==> config.mk <==
export PLATFORM = sky130hd
export DESIGN_NAME = vote_session_ctrl
export DESIGN_NICKNAME = d
export VERILOG_FILES = /design/src/rtl/vote_session_ctrl.sv
export SDC_FILE = /design/constraint.sdc
export NUM_CORES = 1
export LEC_CHECK = 0
export ABC_AREA = 1
export CAP_MARGIN = 10
export CORE_MARGIN = 8
export CORE_UTILIZATION = 39
export CTS_BUF_LIST = sky130_fd_sc_hd__clkbuf_4 sky130_fd_sc_hd__clkbuf_8 sky130_fd_sc_hd__clkbuf_16
export DETAILED_ROUTE_END_ITERATION = 16
export GPL_TIMING_DRIVEN = 1
export HOLD_SLACK_MARGIN = 0.1
export PLACE_DENSITY = 0.74
export SYNTH_ARGS = -nofsm -noshare
export SYNTH_HDL_FRONTEND = slang
export SYNTH_SLANG_ARGS = --single-unit
==> constraint.sdc <==
create_clock -name clk -period 1.15 [get_ports clk]
set_input_delay 0.23 -clock clk [delete_from_list [all_inputs] [get_ports clk]]
set_output_delay 0.23 -clock clk [all_outputs]
set_load 0.03 [all_outputs]
==> src/rtl/vote_session_ctrl.sv <==
`default_nettype none
// +-----------------------------------------------------------------------------+
// | vote_session_ctrl: one-session sequencer for a three-voter vote counter.    |
// | Optional ballot-window timeout: define VOTE_TIMEOUT_EN.   Revision: 1.0     |
// +-----------------------------------------------------------------------------+
module vote_session_ctrl #(
    parameter int TMO_W      = 4,
    parameter int TMO_CYCLES = 12
) (
    input  logic       clk,
    input  logic       rst_n,
    input  logic       start,
    input  logic [2:0] cast,
    input  logic [2:0] choice,
    output logic [2:0] V,
    input  logic [3:0] R,
    output logic       busy,
    output logic       done,
    output logic [3:0] result,
    output logic       majority,
    output logic [2:0] voted,
    output logic       dup_err,
    output logic       hot_err
);

    typedef enum logic [1:0] {
        S_IDLE  = 2'd0,
        S_OPEN  = 2'd1,
        S_TALLY = 2'd2,
        S_DONE  = 2'd3
    } state_t;

    state_t     r_state;
    state_t     w_state_nxt;
    logic [2:0] r_ballot;
    logic [2:0] r_voted;
    logic       r_dup_err;
    logic [3:0] r_result;
    logic       r_majority;
    logic       r_hot_err;

    logic [2:0] w_new_cast;
    logic [2:0] w_voted_nxt;
    logic       w_r_onehot;
    logic       w_close;

    assign w_new_cast  = cast & ~r_voted;
    assign w_voted_nxt = r_voted | cast;
    assign w_r_onehot  = (R != 4'b0000) && ((R & (R - 4'd1)) == 4'b0000);

`ifdef VOTE_TIMEOUT_EN
    logic [TMO_W-1:0] r_tmo;
    logic             w_tmo_hit;

    assign w_tmo_hit = (r_tmo == TMO_W'(TMO_CYCLES - 1));
    assign w_close   = (w_voted_nxt == 3'b111) || w_tmo_hit;

    always_ff @(posedge clk) begin
        if (!rst_n) begin
            r_tmo <= '0;
        end else if (r_state == S_IDLE && start) begin
            r_tmo <= '0;
        end else if (r_state == S_OPEN) begin
            r_tmo <= r_tmo + 1'b1;
        end
    end
`else
    assign w_close = (w_voted_nxt == 3'b111);
`endif

    always_ff @(posedge clk) begin
        if (!rst_n) begin
            r_state <= S_IDLE;
        end else begin
            r_state <= w_state_nxt;
        end
    end

    always_comb begin
        w_state_nxt = r_state;
        case (r_state)
            S_IDLE:  if (start) w_state_nxt = S_OPEN;
            S_OPEN:  if (w_close) w_state_nxt = S_TALLY;
            S_TALLY: w_state_nxt = S_DONE;
            S_DONE:  w_state_nxt = S_IDLE;
            default: w_state_nxt = S_IDLE;
        endcase
    end

    always_ff @(posedge clk) begin
        if (!rst_n) begin
            r_ballot   <= 3'b000;
            r_voted    <= 3'b000;
            r_dup_err  <= 1'b0;
            r_result   <= 4'b0000;
            r_majority <= 1'b0;
            r_hot_err  <= 1'b0;
        end else begin
            case (r_state)
                S_IDLE: begin
                    if (start) begin
                        r_ballot  <= 3'b000;
                        r_voted   <= 3'b000;
                        r_dup_err <= 1'b0;
                    end
                end
                S_OPEN: begin
                    // First strobe per voter wins; repeats only raise the sticky flag.
                    r_ballot <= (r_ballot & ~w_new_cast) | (choice & w_new_cast);
                    r_voted  <= w_voted_nxt;
                    if ((cast & r_voted) != 3'b000) begin
                        r_dup_err <= 1'b1;
                    end
                end
                S_TALLY: begin
                    r_result   <= R;
                    r_majority <= R[3] | R[2];
                    r_hot_err  <= ~w_r_onehot;
                end
                default: ;
            endcase
        end
    end

    // Non-voters are forced to "no" so a timed-out session tallies cleanly.
    assign V        = (r_state == S_TALLY) ? (r_ballot & r_voted) : 3'b000;
    assign busy     = (r_state == S_OPEN) || (r_state == S_TALLY);
    assign done     = (r_state == S_DONE);
    assign result   = r_result;
    assign majority = r_majority;
    assign voted    = r_voted;
    assign dup_err  = r_dup_err;
    assign hot_err  = r_hot_err;

endmodule
`default_nettype wire

==> metrics.txt, run 1 <==
Data arrival, critical path 1310 ps; register-to-register setup slack -240 ps; Final Hold Slack 452 ps; I/O pin cnt 28; synthesized netlist net count 133; die height 61.0 µm; total clock sinks 15; Slew Limit Headroom 80.1%; status finished with violations; timing-limited maximum frequency 650 MHz; port bufs 27; final setup violating endpoints 18; antenna violations before repair 0; clock insertion delay at the later pin of the skew report 270 ps; number of buffer and inverter instances along the worst setup path 3; post-synthesis cell count 115; register clock-pin slew on the reported worst setup and hold paths approximately 90 ps; sequence of cells on the critical path inv_2 -> ha_4 -> clkinvlp_4 -> nor3_4 -> buf_6; Tcrit/Tclk final 134%; Worst Path Required roughly 900 ps; final standard cell utilization of the core 69.5%; area of all placed cells without fillers 1350 µm²; count of cell types in the netlist 16; average wire per standard cell about 13 µm; Max H-tree Level 1; Leakage 0.000622 µW; count of cells along the worst hold path 2; class of the worst hold path reg2reg; worst setup path category reg2out; crit path max-delay cell type sky130_fd_sc_hd__dfxtp_2; area of combinational cells with multiple inputs 534 µm²; hpwl dp 1730 µm; FF/Latch Area 307 µm²; reg-to-reg startpoint r_state[0]; power per cell area 2270 nW/µm²; measured slew at the worst slew-check pin approximately 300 ps; final period demand of the worst path 1540 ps; highest-count cells in the layout ignoring fill and taps sky130_fd_sc_hd__nand2_1 (26), sky130_fd_sc_hd__buf_4 (23), sky130_fd_sc_hd__inv_1 (14), sky130_fd_sc_hd__dfxtp_1 (12), sky130_fd_sc_hd__clkdlybuf4s50_1 (12); wire length after detailed routing 2370 µm; pin count of the biggest net entering global routing 9; placer's final routability congestion estimate 0.808; number of vias per cell between 4 and 5; start point of the worst hold path dup_err; violations in the final reports negative setup slack; final net count 178; synthesized area a little under 800 µm²; area inside the core boundary 1940 µm²; total overflow reported by the global router 0; total die area 3720 µm²; number of flip-flops and latches in the synthesized netlist 15; DRC violation count after routing 0; signed area change from the synthesized netlist to the final layout 70.7%; most common cell after layout, fill and taps aside sky130_fd_sc_hd__nand2_1; destination of the worst hold path dup_err; overall power after layout 3070 µW; TritonCTS clock tree yes; Hold Vio Cnt, Final 0; Placement Cell Area 1190 µm²; via count of the first global-routing pass between 800 and 900; largest vdd supply drop between 1.5 and 2 mV; Crit Reg-Reg Endpoint r_ballot[1]; Cell Rows 16; Post-DRT Antenna Nets 0; setup ws final -389 ps; Num CTS Buffers 3; total vias in the final route 872; router iterations before antenna repair 4; critical path peak fanout 4; worst setup skew after layout 9.19 ps; critical path endpoint category primary output; number of cells in the design after placement 180; delay-heaviest family, CP buffers and inverters; RSZ-0062 raised after global routing yes; die width 61.0 µm; fill cell total of the finished layout 149; Initial DRC Count 13; final count of pins violating max slew 0; sequential-to-total area share from yosys stat 38.0%; global-route wire length before repair 3540 µm; mean area per synthesized cell 6.88 µm²; start point of the critical path r_state[0]; slowest cell delay on critical path 340 ps; depth of the worst register-to-register path 9; CTS root buffer sky130_fd_sc_hd__clkbuf_4; Post-CTS Hold Fix Bufs 0; total of max-cap violations 0; count of synthesis-stage warnings from yosys 0; effective utilization at floorplan 40.7%; startpoint type of the worst setup path flip-flop; all-layer global routing usage 12.3%; fraction of layout cells with a size suffix above 1 40.9%; clock tree buffer depth 2; Antenna Cells 0; non-filler instance count after layout 186
==> power breakdown <==
group	internal, µW	total (µW)	switching [µW]
clock network	158	313	155
logic	855	2000	1140
registers	668	753	86.0
total	1680	3070	1390
==> state kept, by name (all words and copies together), names as in the netlist <==
signal and count:
majority 1, r_ballot 3, voted 3, r_state 2, dup_err 1, hot_err 1, result 4
==> how the worst max path moves through the flow <==
stage / endpoint / slack, ps / cells after the start
after floorplan: V[0] / -250 / 5
after global placement: r_ballot[2] / -170 / 6
after CTS: V[0] / -410 / 5
after global routing: V[0] / -470 / 5
final: V[1] / -390 / 5
after detailed placement: voted[1] / -220 / 4
==> routing by layer <==
metal  GRT usage (%)  vias up  routed length, µm
met5               0        -                  0
met4            2.99        0                 28
met3            4.38        4                142
met2            23.6       25               1190
met1            12.0      395               1000
li1                -      448                  -
==> cell usage after synthesis, drive strengths merged <==
master | instances | area share, %
o21ai | 6 | 4.3
nor2 | 13 | 8.1
buf | 1 | 0.63
o22ai | 1 | 0.79
nor3 | 3 | 1.9
a21oi | 13 | 8.2
inv | 21 | 10
dfxtp | 15 | 38
ha | 5 | 7.9
o211ai | 4 | 3.8
nand3 | 3 | 1.9
nand2 | 30 | 15
==> worst reg2reg max path, stage by stage, from the launching register on <==
cell and delay [ps]:
sky130_fd_sc_hd__dfxtp_2 350, sky130_fd_sc_hd__inv_2 50, sky130_fd_sc_hd__buf_4 130, sky130_fd_sc_hd__buf_6 110, sky130_fd_sc_hd__ha_4 170, sky130_fd_sc_hd__inv_2 70, sky130_fd_sc_hd__nor2_4 40, sky130_fd_sc_hd__nor2_4 150
sky130_fd_sc_hd__o211ai_1 110, sky130_fd_sc_hd__a21oi_1 140
==> what timing repair did <==
action / in CTS / in global routing
setup endpoints to repair: 19 / 21
pin swaps: 1 / 6
setup buffers: 1 / 2
resized for setup: 11 / 19
==> metrics by stage <==
step | setup TNS [ps] | worst slack, ps
2_1_floorplan | -717 | -251
3_5_place_dp | -2500 | -217
4_1_cts | -2550 | -415
3_3_place_gp | -1980 | -170
5_1_grt | -4450 | -472
6_report | -3320 | -389
==> kinds of logic (layout without fill, tap and decap cells) <==
group	count (synthesis)	in the layout	synth area share (%)
AOI/OAI and AO/OA	24	24	17.1
adders and majority gates	5	5	7.91
buffers and inverters	22	66	10.6
DFF	15	15	38.0
and+or+nand+nor	49	49	26.4
==> final cells by class <==
cell class,instances,share of cell area (%)
sequential,15,22.7
clock buffer,4,2.22
timing repair buffer,41,26.7
multi-input combinational,78,39.6
tap,27,2.50
inverter,21,6.30
Note: power is estimated with default switching activity, not from simulation.
==> run 2: changes to the inputs <==
REMOVE_ABC_BUFFERS = 1   (was default)
==> metrics.txt, run 2 (synthesized netlist as in run 1, its figures left out) <==
status finished with violations; violations in the final reports negative setup slack; clock insertion delay at the later pin of the skew report 280 ps (about the same); Initial DRC Count 11 (-2); Post-DRT Antenna Nets 0 (unchanged); Power Internal 1720 µW (+2.7%); Leakage 0.000598 µW (-4.0%); Antenna Cells 0 (unchanged); Worst Path Required 920 ps (about the same); non-filler instance count after layout 188 (+1.1%); power per cell area 2280 nW/µm² (+0.57%); count of cells along the worst hold path 2 (unchanged); RSZ-0062 raised after global routing yes; register clock-pin slew on the reported worst setup and hold paths 90 ps (about the same); total vias in the final route 903 (+3.6%); destination of the worst hold path r_ballot[2]; clock tree buffer depth 2 (unchanged); proportion of power drawn by flip-flops and latches 24.9% (+0.3 points); worst setup skew after layout 3.03 ps (-6.16 ps); DRC violation count after routing 0 (unchanged); class of the worst hold path reg2reg; most common cell after layout, fill and taps aside sky130_fd_sc_hd__nand2_1; router iterations before antenna repair 4 (unchanged); wire length after detailed routing 2370 µm (+0.30%); start point of the worst hold path r_ballot[2]; worst setup slack after placement -199 ps (+18.0 ps); area inside the core boundary 1940 µm² (unchanged); overall power after layout 3130 µW (+2.1%); measured slew at the worst slew-check pin 277 ps (-21.1 ps); signed area change from the synthesized netlist to the final layout 73.3%; total die area 3720 µm² (unchanged); placer's final routability congestion estimate 0.798 (-1.2%); CTS root buffer sky130_fd_sc_hd__clkbuf_4; largest vdd supply drop 1.62 mV (-10%); TritonCTS clock tree yes; sequence of cells on the critical path inv_4 -> ha_4 -> inv_4 -> nor3_2 -> buf_4; final setup violating endpoints 13 (-5); timing-limited maximum frequency 706 MHz (+8.7%); FF/Latch Area 307 µm² (unchanged); Cell Rows 16 (unchanged); antenna violations before repair 0 (unchanged); pin count of the biggest net entering global routing 9 (unchanged); Max H-tree Level 1 (unchanged); area of combinational cells with multiple inputs 537 µm² (+0.47%); setup ws final -266 ps (+123 ps); Data arrival, critical path 1190 ps (-120 ps); port bufs 27 (unchanged); register-to-register setup slack -90 ps (+150 ps); Tcrit/Tclk final 123% (-11 points); total of max-cap violations 0 (unchanged); total overflow reported by the global router 0 (unchanged); reg-to-reg startpoint r_state[1]; depth of the worst register-to-register path 7 (-2); slowest cell delay on critical path 350 ps (about the same); global-route wire length before repair 4080 µm (+15%); dominant cell type by count on the critical path sky130_fd_sc_hd__inv_4; critical path endpoint category primary output; Hold Vio Cnt, Final 0 (unchanged); total clock sinks 15 (unchanged); I/O pin cnt 28 (unchanged); fraction of power consumed by combinational cells 64.5% (-0.7 points); final period demand of the worst path 1420 ps (-123 ps); critical path peak fanout 4 (unchanged); highest-count cells in the layout ignoring fill and taps sky130_fd_sc_hd__nand2_1 (27), sky130_fd_sc_hd__buf_4 (26), sky130_fd_sc_hd__inv_1 (13), sky130_fd_sc_hd__dfxtp_1 (12), sky130_fd_sc_hd__clkdlybuf4s50_1 (12); hpwl dp 1710 µm (-1.7%); startpoint type of the worst setup path flip-flop; via count of the first global-routing pass 953 (+9.7%); Final Hold Slack 469 ps (+17.1 ps); number of vias per cell 4.80 (+2.5%); effective utilization at floorplan 40.7% (unchanged); number of cells in the design after placement 181 (+0.56%); crit path max-delay cell type sky130_fd_sc_hd__dfxtp_2; average wire per standard cell 12.6 µm (-0.77%); final standard cell utilization of the core 70.6% (+1.0 points); final net count 180 (+1.1%); die height 61.0 µm (unchanged); fill cell total of the finished layout 174 (+17%); final count of pins violating max slew 0 (unchanged); switching power as a share of total power 44.9% (-0.31 points); Slew Limit Headroom 81.5% (+1.4 points); Sw Pwr 1400 µW (+1.4%); flip-flop count of the largest register after layout 4 (unchanged); worst setup path category reg2out; all-layer global routing usage 14.2% (+2.0 points); Num CTS Buffers 3 (unchanged); Crit Reg-Reg Endpoint r_ballot[1]; fraction of layout cells with a size suffix above 1 42.2% (+1.4 points); die width 61.0 µm (unchanged); proportion of power drawn by the clock network 10.6% (+0.4 points)
run 2: cell count changes in the layout (fill, tap and decap cells not counted), moves of 2 or more:
cell,delta
sky130_fd_sc_hd__o21ai_0,-2
sky130_fd_sc_hd__inv_4,+4
sky130_fd_sc_hd__buf_4,+3
sky130_fd_sc_hd__nor3_2,+3
sky130_fd_sc_hd__nor3_4,-3
sky130_fd_sc_hd__inv_2,-2
sky130_fd_sc_hd__ha_4,+2
sky130_fd_sc_hd__ha_2,-2
sky130_fd_sc_hd__o21ai_1,+2
run 2: power groups by stage:
stage	Clock [µW]	Sequential, µW	Combinational, µW
6_report	333	778	2020
5_1_grt	358	795	2190
4_1_cts	337	770	1930
3_5_place_dp	0	744	1480
3_3_place_gp	0	740	1440
2_1_floorplan	0	911	727
run 2: per-stage QoR:
step | cell area, µm² | TNS, ps
after global routing | 1370 | -2220
after CTS | 1350 | -1430
after detailed placement | 1150 | -2160
after floorplan | 786 | -1940
after global placement | 1150 | -1900
final | 1370 | -1540
run 2: final cells by class:
type	count	share of cell area [%]
inverters	21	6.67
clock buffers	4	2.19
well taps	27	2.47
multi-input cells	78	39.2
flip-flops and latches	15	22.4
repair buffers	43	27.1
run 2: worst max-delay path, delay by kind of cell (launching register included):
family | cells | cell delay [ps]
adders and majority gates | 1 | 140
buffers and inverters | 3 | 310
DFF | 1 | 350
and+or+nand+nor | 1 | 100
run 2: routing by layer:
metal | wire length, µm | GRT usage (%)
met5 | 0 | 0
met4 | 15 | 3.99
met3 | 218 | 5.22
met2 | 1130 | 25.4
met1 | 1010 | 15.3
run 2: worst max-delay path by stage:
stage / endpoint / cells after the start / from
after floorplan: V[0] / 4 / r_state[0]
after global placement: r_ballot[0] / 6 / start
after detailed placement: r_state[1] / 8 / cast[1]
after CTS: V[0] / 5 / r_state[0]
after global routing: V[1] / 5 / r_state[0]
final: V[1] / 5 / r_state[0]
run 2: repair_timing:
item | 4_1_cts | 5_1_grt
setup endpoints to repair | 17 | 21
setup buffers | 6 | 1
gates resized for setup | 32 | 15
pin swaps | 10 | 6
hold buffers | 0 | 0
==> run 3: changes to the inputs <==
CORE_UTILIZATION = 53   (was 39)
DONT_BUFFER_PORTS = 1   (was default)
PLACE_DENSITY = 0.71   (was 0.74)
==> metrics.txt, run 3 (synthesized netlist as in run 1, its figures left out) <==
most common cell after layout, fill and taps aside sky130_fd_sc_hd__nand2_1; pin count of the biggest net entering global routing 9 (unchanged); GRT met2 Usage 24.3% (-1.0 points); final net count 161 (-11%); worst setup skew after layout 6.83 ps (+3.80 ps); sequence of cells on the critical path inv_4 -> ha_4 -> inv_4 -> nor3_2 -> buf_4; proportion of power drawn by the clock network 10.6% (about the same); router iterations before antenna repair 4 (unchanged); fraction of layout cells with a size suffix above 1 36.6% (-5.6 points); Power Internal 1660 µW (-4.0%); clock insertion delay at the later pin of the skew report 280 ps (about the same); Leakage 0.000539 µW (-9.8%); fill cell total of the finished layout 81 (-53%); Placement Cell Area 923 µm² (-20%); critical path endpoint category primary output; largest vdd supply drop 1.95 mV (+20%); switching power as a share of total power 45.6% (+0.71 points); port bufs 0 (-100%); critical path peak fanout 4 (unchanged); sum of negative setup slack -1820 ps (-284 ps); average wire per standard cell 15.4 µm (+22%); slowest cell delay on critical path 340 ps (about the same); most used routing layer met2; measured slew at the worst slew-check pin 343 ps (+66.6 ps); power per cell area 2490 nW/µm² (+9.2%); all-layer global routing usage 14.5% (+0.25 points); Sw Pwr 1390 µW (-1.2%); startpoint type of the worst setup path flip-flop; final setup violating endpoints 14 (+1); Hold Vio Cnt, Final 0 (unchanged); Antenna Cells 0 (unchanged); final period demand of the worst path 1410 ps (-6.01 ps); Post-DRT Antenna Nets 0 (unchanged); clock tree buffer depth 2 (unchanged); setup ws final -260 ps (+6.01 ps); global-route wire length before repair 3340 µm (-18%); total of max-cap violations 0 (unchanged); I/O pin cnt 28 (unchanged); total overflow reported by the global router 0 (unchanged); antenna violations before repair 0 (unchanged); Slew Limit Headroom 77.1% (-4.5 points); dominant cell type by count on the critical path sky130_fd_sc_hd__inv_4; hpwl dp 1480 µm (-13%); total clock sinks 15 (unchanged); die height 54.6 µm (-10%); fraction of power consumed by combinational cells 59.9% (-4.6 points); total vias in the final route 869 (-3.8%); number of vias per cell 5.50 (+15%); total die area 2980 µm² (-20%); routing usage on met3 6.52% (+1.3 points); signed area change from the synthesized netlist to the final layout 54.4%; count of cells along the worst hold path 2 (unchanged); Tcrit/Tclk final 123% (-0.52 points); crit path max-delay cell type sky130_fd_sc_hd__dfxtp_2; status finished with violations; flip-flop count of the largest register after layout 4 (unchanged); area of all placed cells without fillers 1220 µm² (-11%); Data arrival, critical path 1180 ps (about the same); Worst Path Required 920 ps (about the same); worst setup path category reg2out; final count of pins violating max slew 0 (unchanged); CTS root buffer sky130_fd_sc_hd__clkbuf_4; depth of the worst register-to-register path 7 (unchanged); TritonCTS clock tree yes; Num CTS Buffers 3 (unchanged); area inside the core boundary 1450 µm² (-25%); met1 Resource Use GR 15.9% (+0.67 points); violations in the final reports negative setup slack; wire length after detailed routing 2430 µm (+2.3%); Cell Rows 14 (-2); placer's final routability congestion estimate 0.898 (+13%); via count of the first global-routing pass 804 (-16%); register clock-pin slew on the reported worst setup and hold paths 80 ps (about the same); RSZ-0062 raised after global routing yes; effective utilization at floorplan 54.4% (+14 points); DRC violation count after routing 0 (unchanged); die width 54.6 µm (-10%); number of cells in the design after placement 144 (-20%); timing-limited maximum frequency 709 MHz (+0.43%); class of the worst hold path in2reg; highest-count cells in the layout ignoring fill and taps sky130_fd_sc_hd__nand2_1 (28), sky130_fd_sc_hd__inv_1 (13), sky130_fd_sc_hd__dfxtp_1 (13), sky130_fd_sc_hd__buf_4 (11); Max H-tree Level 1 (unchanged); proportion of power drawn by flip-flops and latches 29.5% (+4.6 points); Initial DRC Count 29 (+18); non-filler instance count after layout 158 (-16%)
-- run 3: layout make-up --
cell class	instances	area, µm²	share of cell area (%)
inverter	21	91.3	7.48
clock buffer	4	30.0	2.46
tap	16	20.0	1.64
multi-input combinational	78	546	44.7
sequential	15	305	25.0
timing repair buffer	24	229	18.8
-- run 3: power by group through the flow --
stage          clock (µW)  sequential (µW)  combinational, µW
4_1_cts               334              891               1460
2_1_floorplan           0              911                727
5_1_grt               354              914               1950
6_report              321              899               1820
3_3_place_gp            0              865               1210
3_5_place_dp            0              870               1230
-- run 3: path summary, 6_finish.rpt --
kind                             startpoint     endpoint  slack [ps]
worst max-delay path             r_state[0]         V[0]        -260
worst min-delay path                   R[3]     majority         150
worst max register to register   r_state[0]  r_ballot[1]        -200
worst min register to register  r_ballot[0]  r_ballot[0]         480
-- run 3: timing repair --
item	in CTS	in global routing
endpoints found under the hold margin	9	2
pin swaps	6	7
resized for setup	22	23
setup buffers	1	4
gates cloned	0	0
hold buffers	6	1
endpoints found under the setup margin	17	15
-- run 3: worst max-delay path, delay by kind of cell (launching register included) --
kind / cells / cell delay (ps)
adders and majority gates: 1 / 150
DFF: 1 / 340
and+or+nand+nor: 1 / 100
buffers and inverters: 3 / 310
-- run 3: layer usage --
| layer | routed length, µm | share of wire (%) |
|---|---|---|
| met4 | 17 | 0.70 |
| met3 | 303 | 12 |
| met2 | 1210 | 50 |
| met5 | 0 | 0 |
| met1 | 899 | 37 |
-- run 3: metrics by stage --
| step | setup WS (ps) | hold slack [ps] | utilization [%] | power (µW) |
|---|---|---|---|---|
| 3_5_place_dp | -127 | 357 | 63.5 | 2100 |
| 5_1_grt | -314 | 148 | 84.0 | 3210 |
| 2_1_floorplan | -615 | 351 | - | 1640 |
| 4_1_cts | -264 | 121 | 75.6 | 2690 |
| 6_report | -260 | 150 | 84.0 | 3040 |
| 3_3_place_gp | -86.7 | 353 | 63.5 | 2070 |
